File: src/rtl/seq_div.sv
// seq_div -- multi-cycle restoring divider, one quotient bit per clock.
//
// Computes q = a / b and r = a % b for BW-bit operands behind valid/ready
// handshakes on both the operand and the result side.
//
// Parameters:
//   BW         operand / quotient / remainder width (2..64)
//
// Ports:
//   clk        rising-edge clock
//   rst_n      asynchronous active-low reset
//   in_valid   operands a/b valid
//   in_ready   divider can accept operands (high only while idle)
//   a, b       dividend, divisor
//   signed_i   (SEQ_DIV_SIGNED_EN only) operands are two's complement
//   out_valid  q/r/dbz valid, held until out_ready
//   out_ready  consumer takes the result
//   q, r       quotient, remainder
//   dbz        divide-by-zero flag for the current result
//
// Build option: define SEQ_DIV_SIGNED_EN to add signed_i and truncating
// signed division (magnitudes are divided, signs fixed up on the last step).

module seq_div #(
    parameter int BW = 8
) (
    input  logic          clk,
    input  logic          rst_n,
    input  logic          in_valid,
`ifdef SEQ_DIV_SIGNED_EN
    input  logic          signed_i,
`endif
    output logic          in_ready,
    input  logic [BW-1:0] a,
    input  logic [BW-1:0] b,
    output logic          out_valid,
    input  logic          out_ready,
    output logic [BW-1:0] q,
    output logic [BW-1:0] r,
    output logic          dbz
);

    localparam int CW = $clog2(BW + 1);

    typedef enum logic [1:0] {IDLE, BUSY, DONE} state_t;

    state_t        state;
    logic [BW-1:0] aa;       // shifting dividend, collects quotient bits
    logic [BW-1:0] bb;       // latched divisor (magnitude)
    logic [BW-1:0] pl;       // partial remainder
    logic [CW-1:0] cnt;      // remaining steps

    logic [BW:0]   sh;       // shifted partial remainder, one extra bit
    logic [BW:0]   t;
    logic [BW-1:0] pl_nxt;
    logic [BW-1:0] aa_nxt;
    logic [BW-1:0] a_mag;
    logic [BW-1:0] b_mag;
    logic [BW-1:0] q_fin;
    logic [BW-1:0] r_fin;

    // One restoring step. The shift is kept BW+1 bits wide so that a
    // divisor with its MSB set never loses the top bit of the remainder.
    always_comb begin
        sh = {pl, aa[BW-1]};
        t  = sh - {1'b0, bb};
        if (!t[BW]) begin
            pl_nxt = t[BW-1:0];
            aa_nxt = {aa[BW-2:0], 1'b1};
        end else begin
            pl_nxt = sh[BW-1:0];
            aa_nxt = {aa[BW-2:0], 1'b0};
        end
    end

`ifdef SEQ_DIV_SIGNED_EN
    logic neg_q;
    logic neg_r;

    always_comb begin
        a_mag = (signed_i && a[BW-1]) ? -a : a;
        b_mag = (signed_i && b[BW-1]) ? -b : b;
        // -2^(BW-1) has no positive counterpart; its magnitude as an
        // unsigned value is still correct, so the overflow case falls out.
        q_fin = neg_q ? -aa_nxt : aa_nxt;
        r_fin = neg_r ? -pl_nxt : pl_nxt;
    end
`else
    always_comb begin
        a_mag = a;
        b_mag = b;
        q_fin = aa_nxt;
        r_fin = pl_nxt;
    end
`endif

    always_ff @(posedge clk or negedge rst_n) begin
        if (!rst_n) begin
            state     <= IDLE;
            in_ready  <= 1'b1;
            out_valid <= 1'b0;
            q         <= '0;
            r         <= '0;
            dbz       <= 1'b0;
            cnt       <= '0;
            aa        <= '0;
            bb        <= '0;
            pl        <= '0;
`ifdef SEQ_DIV_SIGNED_EN
            neg_q     <= 1'b0;
            neg_r     <= 1'b0;
`endif
        end else begin
            case (state)
                IDLE: begin
                    if (in_valid) begin
                        aa       <= a_mag;
                        bb       <= b_mag;
                        pl       <= '0;
                        cnt      <= CW'(BW);
                        in_ready <= 1'b0;
`ifdef SEQ_DIV_SIGNED_EN
                        neg_q    <= signed_i && (a[BW-1] ^ b[BW-1]);
                        neg_r    <= signed_i && a[BW-1];
`endif
                        if (b == '0) begin
                            // Result is known now; out_valid follows on
                            // the next edge from the DONE state.
                            state <= DONE;
                            q     <= '1;
                            r     <= a;
                            dbz   <= 1'b1;
                        end else begin
                            state <= BUSY;
                        end
                    end
                end

                BUSY: begin
                    aa  <= aa_nxt;
                    pl  <= pl_nxt;
                    cnt <= cnt - CW'(1);
                    if (cnt == CW'(1)) begin
                        state     <= DONE;
                        out_valid <= 1'b1;
                        q         <= q_fin;
                        r         <= r_fin;
                        dbz       <= 1'b0;
                    end
                end

                DONE: begin
                    if (!out_valid) begin
                        out_valid <= 1'b1;
                    end else if (out_ready) begin
                        out_valid <= 1'b0;
                        in_ready  <= 1'b1;
                        state     <= IDLE;
                    end
                end

                default: begin
                    state <= IDLE;
                end
            endcase
        end
    end

endmodule
File: config.mk
export PLATFORM = sky130hd
export DESIGN_NAME = seq_div
export DESIGN_NICKNAME = d
export VERILOG_FILES = /design/src/rtl/seq_div.sv
export SDC_FILE = /design/constraint.sdc
export NUM_CORES = 1
export LEC_CHECK = 0
export BUFFER_PORTS_ARGS = -buffer_cell sky130_fd_sc_hd__buf_2
export CORE_ASPECT_RATIO = 0.6
export CORE_MARGIN = 3
export CORE_UTILIZATION = 50
export CTS_BUF_LIST = sky130_fd_sc_hd__clkbuf_4 sky130_fd_sc_hd__clkbuf_8
export DETAILED_ROUTE_END_ITERATION = 10
export HOLD_SLACK_MARGIN = 0.05
export PLACE_DENSITY = 0.71
export REMOVE_ABC_BUFFERS = 1
export SLEW_MARGIN = 25
export SYNTH_ARGS = -nofsm -noshare
export SYNTH_HDL_FRONTEND = slang
export SYNTH_SLANG_ARGS = --single-unit
File: constraint.sdc
create_clock -name clk -period 5.7 [get_ports clk]
set_input_delay 1.14 -clock clk [delete_from_list [all_inputs] [get_ports clk]]
set_output_delay 1.14 -clock clk [all_outputs]
set_load 0.1 [all_outputs]
==> impl_results.rst <==
.. list-table::
   :header-rows: 1

   * - Metric
     - Value
   * - Count of input and output buffers
     - 38
   * - DRC violation count after routing
     - 0
   * - Die Height
     - 61.7 microns
   * - Share of the cycle needed by the critical path after routing
     - a little over half
   * - # resized after CTS
     - 0
   * - Final Hold Viols
     - 0
   * - Critical-path maximum fanout
     - 21
   * - Detailed-router iteration count before antenna repair
     - 4
   * - Number of clock buffers inserted by TritonCTS
     - 5
   * - Crit path from
     - in_valid
   * - Register-to-Register Setup Slack
     - around 2.9 ns
   * - Final routed wire length divided by cell count
     - 16.3 microns
   * - Count of different cell masters after synthesis
     - 40
   * - Largest family of logic cells by synthesized area
     - compound AO/OA/AOI/OAI gates
   * - Fraction of the mapped netlist area in simple logic gates
     - 14.1%
   * - Layout filler cell count
     - 411
   * - Worst hold slack
     - between 0.4 and 0.5 ns
   * - Worst Hold Class
     - reg -> reg
   * - Share of synthesized area occupied by flip-flops and latches
     - between 40% and 50%
   * - Worst slew slack as a fraction of its limit
     - around 34%
   * - Number of logic stages on the critical path including buffering
     - 7
   * - TritonCTS clock tree
     - built
   * - Pin count of the biggest net entering global routing
     - 50
   * - CP Launch Type
     - input pin
   * - Pins Over Slew Limit
     - 0
   * - Clock insertion delay at the later pin of the skew report
     - roughly 0.3 ns
   * - Via count of the first global-routing pass
     - between 1,500 and 2,000
   * - Core Footprint
     - 4780 sq um
   * - Final setup viols
     - 0
   * - Fraction of layout instances using a drive strength above 1
     - 17.9%
   * - CTS H-tree lvls
     - 2
   * - Global-route wire length before repair
     - 9870 microns
   * - Summed negative setup slack over all endpoints
     - 0 ns
   * - Count of flip-flops with a built-in enable after synthesis
     - 0
   * - Row cnt
     - 19
   * - Ratio of routed vias to standard cells
     - approximately 5.7
   * - Signal arrival time at the worst endpoint
     - ~3.3 ns
   * - Worst setup endpoint
     - r[0]
   * - Routability Congestion
     - between 0.8 and 0.9
   * - Area of the die
     - 6100 sq um
   * - All-Layer GR Usage
     - a little over a fifth
   * - Clock transition at the register clock pins on the worst setup and hold paths after CTS
     - ~0.090 ns
   * - Cells after Synth
     - 274
   * - Number of standard cells in the layout, taps in and fillers out
     - 375
   * - Reg2reg end
     - r[0]
   * - Total standard cell area after synthesis
     - 2590 sq um
   * - Effective utilization at floorplan
     - between 50% and 60%
   * - Initial antenna violation count
     - 0
   * - Root buffer cell
     - sky130_fd_sc_hd__clkbuf_8
   * - Die outline width
     - between 90 and 100 microns
   * - Share of the synthesized netlist area taken by xor and xnor gates
     - under 10%
   * - Count of placed standard cells including taps
     - 367
   * - Endpoint type of the worst setup path
     - register
   * - Register bit total from synthesis
     - between 40 and 50
   * - Class of the most critical setup path
     - in -> reg
   * - Share of synthesized cell area in full adder, half adder and majority cells
     - 5.61%
   * - Register-to-Register Path Depth
     - 6
   * - Cells along the critical path
     - buf_2, nand2b_1, nor2_1, nand3_1, nand2_1, o22ai_1, a31oi_1
   * - Number of buffers on the longest clock path
     - 2
   * - Leading area contributor after synthesis
     - sky130_fd_sc_hd__dfrtp_1
   * - Antenna diodes
     - 0
   * - Max Fclk
     - approximately 0.32 GHz
   * - Largest delay contributor family on the critical path
     - simple AND/OR/NAND/NOR gates
   * - Complex-gate fraction of the synthesized area
     - 22.0%
   * - Number of clock sinks
     - slightly below 50
   * - Multiplexer share of the synthesized area
     - approximately 4.3%
   * - Total Routed Length
     - between 6000 and 7000 microns
   * - Worst R2R Start
     - state[0]
   * - Dominant cells by area after synthesis
     - sky130_fd_sc_hd__dfrtp_1, sky130_fd_sc_hd__o21ai_0, sky130_fd_sc_hd__nand2_1
   * - Area Overhead vs Synth
     - 13.7%
   * - Worst Max-Slew Pin Slew
     - a little under 1 ns
   * - Vias post-DR
     - approximately 2,200
   * - Unrepaired setup endpoints after global routing
     - false
   * - Largest stage delay on the critical path
     - between 0.7 and 0.8 ns
   * - Buffer and inverter count on the worst path
     - 1
   * - Number of top-level pins
     - 39
   * - Critical path data required time
     - about 5.9 ns
   * - Number of maximum-capacitance constraint violations
     - 0
   * - Nets
     - roughly 340
   * - Worst Slack Setup Final
     - ~2.6 ns
   * - Top_reg_cell synth
     - sky130_fd_sc_hd__dfrtp_1
   * - CTS hold repair buffers
     - 0
   * - Avg Synthesized Cell Area
     - about 9.4 sq um
   * - Number of violations reported at the end of detailed-routing iteration 0
     - about 160
   * - Run status
     - finished clean
   * - Clock Skews
     - roughly 0.009 ns
   * - Worst Setup Slack post-DPL
     - about 2.3 ns
   * - Total gr overflow
     - 0
   * - Async set-reset flop share out of synthesis
     - between 90% and 100%
   * - Post-CTS repair timing setup buffer count
     - 0
   * - DP Wirelength
     - 4600 microns
   * - Post-route minimum period
     - between 3 and 4 ns
   * - CP max-delay cell
     - sky130_fd_sc_hd__nor2_1
   * - Post-DRT Antenna Nets
     - 0
   * - Share of Yosys cell area claimed by the top area cell type
     - a little under half
   * - Syn. warnings
     - 0
## synthesized netlist by cell type (2+ instances only)
cell type	count
sky130_fd_sc_hd__dfrtp_1	48
sky130_fd_sc_hd__nand2_1	39
sky130_fd_sc_hd__o21ai_0	31
sky130_fd_sc_hd__nor2_1	25
sky130_fd_sc_hd__inv_1	16
sky130_fd_sc_hd__a21oi_1	13
sky130_fd_sc_hd__ha_1	10
sky130_fd_sc_hd__mux2i_1	10
sky130_fd_sc_hd__a31oi_1	8
sky130_fd_sc_hd__o22a_1	8
sky130_fd_sc_hd__a21o_1	6
sky130_fd_sc_hd__clkbuf_1	6
sky130_fd_sc_hd__o22ai_1	5
sky130_fd_sc_hd__nand3_1	4
sky130_fd_sc_hd__nor2b_1	4
sky130_fd_sc_hd__xor2_1	4
sky130_fd_sc_hd__buf_2	3
sky130_fd_sc_hd__nand2b_1	3
sky130_fd_sc_hd__nor4_1	3
sky130_fd_sc_hd__xnor2_1	3
sky130_fd_sc_hd__a211oi_1	2
sky130_fd_sc_hd__nor3_1	2
sky130_fd_sc_hd__nor3b_1	2
sky130_fd_sc_hd__o21bai_1	2
sky130_fd_sc_hd__o31ai_1	2
## routing by layer
layer | global-route usage, % | wire [microns] | vias up
met3 | 5.80 | 419 | 4
met5 | 0 | 0 | -
li1 | - | - | 1036
met2 | 28.8 | 2420 | 68
met1 | 32.8 | 3250 | 1042
met4 | 4.28 | 29 | 0
## flip-flops by register name (all words and copies together), names as in the netlist, 2 cells and up
signal,flops
aa,8
bb,8
cnt,4
pl,8
q,8
r,8
state,2
## cells in the final DEF, fill, tap and decap left out, types with 2 or more instances in the layout
cell type                   n
sky130_fd_sc_hd__nor2_1    25
sky130_fd_sc_hd__o21bai_1   2
sky130_fd_sc_hd__nor3_1     2
sky130_fd_sc_hd__o22ai_1    5
sky130_fd_sc_hd__nor4_1     3
sky130_fd_sc_hd__xnor2_1    3
sky130_fd_sc_hd__xor2_1     4
sky130_fd_sc_hd__a21oi_1   13
sky130_fd_sc_hd__nand2_1   39
sky130_fd_sc_hd__buf_4      2
sky130_fd_sc_hd__a31oi_1    8
sky130_fd_sc_hd__buf_2     38
sky130_fd_sc_hd__nand3_1    4
sky130_fd_sc_hd__o31ai_1    2
sky130_fd_sc_hd__nor2b_1    4
sky130_fd_sc_hd__mux2i_1   10
sky130_fd_sc_hd__nor3b_1    2
sky130_fd_sc_hd__a21o_1     6
sky130_fd_sc_hd__nand2b_1   3
sky130_fd_sc_hd__clkbuf_8   6
sky130_fd_sc_hd__ha_1      10
sky130_fd_sc_hd__a211oi_1   2
sky130_fd_sc_hd__dfrtp_1   48
sky130_fd_sc_hd__o21ai_0   31
sky130_fd_sc_hd__inv_1     16
sky130_fd_sc_hd__o22a_1     8
## cell families (layout without fill, tap and decap cells)
| logic type | after synthesis | after routing |
|---|---|---|
| muxes | 11 | 11 |
| and+or+nand+nor | 84 | 84 |
| xor gates and xnor gates | 7 | 7 |
| DFF | 49 | 49 |
| buffers and inverters | 26 | 64 |
| AOI/OAI and AO/OA | 86 | 86 |
| adders and majority gates | 11 | 11 |
## area by class of cell
class	instances	area, sq um	share of cell area [%]
Tap cell	63	78.8	2.68
Timing Repair Buffer	40	205	6.97
Clock buffer	7	90.1	3.06
Multi-Input combinational cell	199	1250	42.5
Inverter	16	60.1	2.04
Clock inverter	1	30.0	1.02
Sequential cell	49	1230	41.7
## worst reg2reg max path: cells and delay by family, from the launching register on
| family | cells | cell delay, ns |
|---|---|---|
| AO/OA/AOI/OAI | 2 | 0.38 |
| flip-flops | 1 | 0.51 |
| AND/OR/NAND/NOR | 4 | 1.84 |
## stage by stage
step | util [%] | area (sq um)
4_1_cts | 61.6 | 2940
3_3_place_gp | 59.1 | 2820
6_report | 61.6 | 2940
3_5_place_dp | 59.1 | 2820
5_1_grt | 61.6 | 2940
2_1_floorplan | - | 2540
## worst min-delay path by stage
stage,endpoint,slack [ns],cells past startpoint,start
floorplan,bb[0],0.45,2,bb[0]
global placement,in_ready,0.46,2,in_ready
detailed placement,in_ready,0.47,2,in_ready
CTS,in_ready,0.48,2,in_ready
global route,in_ready,0.50,2,in_ready
finish,in_ready,0.48,2,in_ready
Power is left out: the tool's default activity adds up to more than one toggle a clock period on the data nets, which glitch-free logic cannot reach.
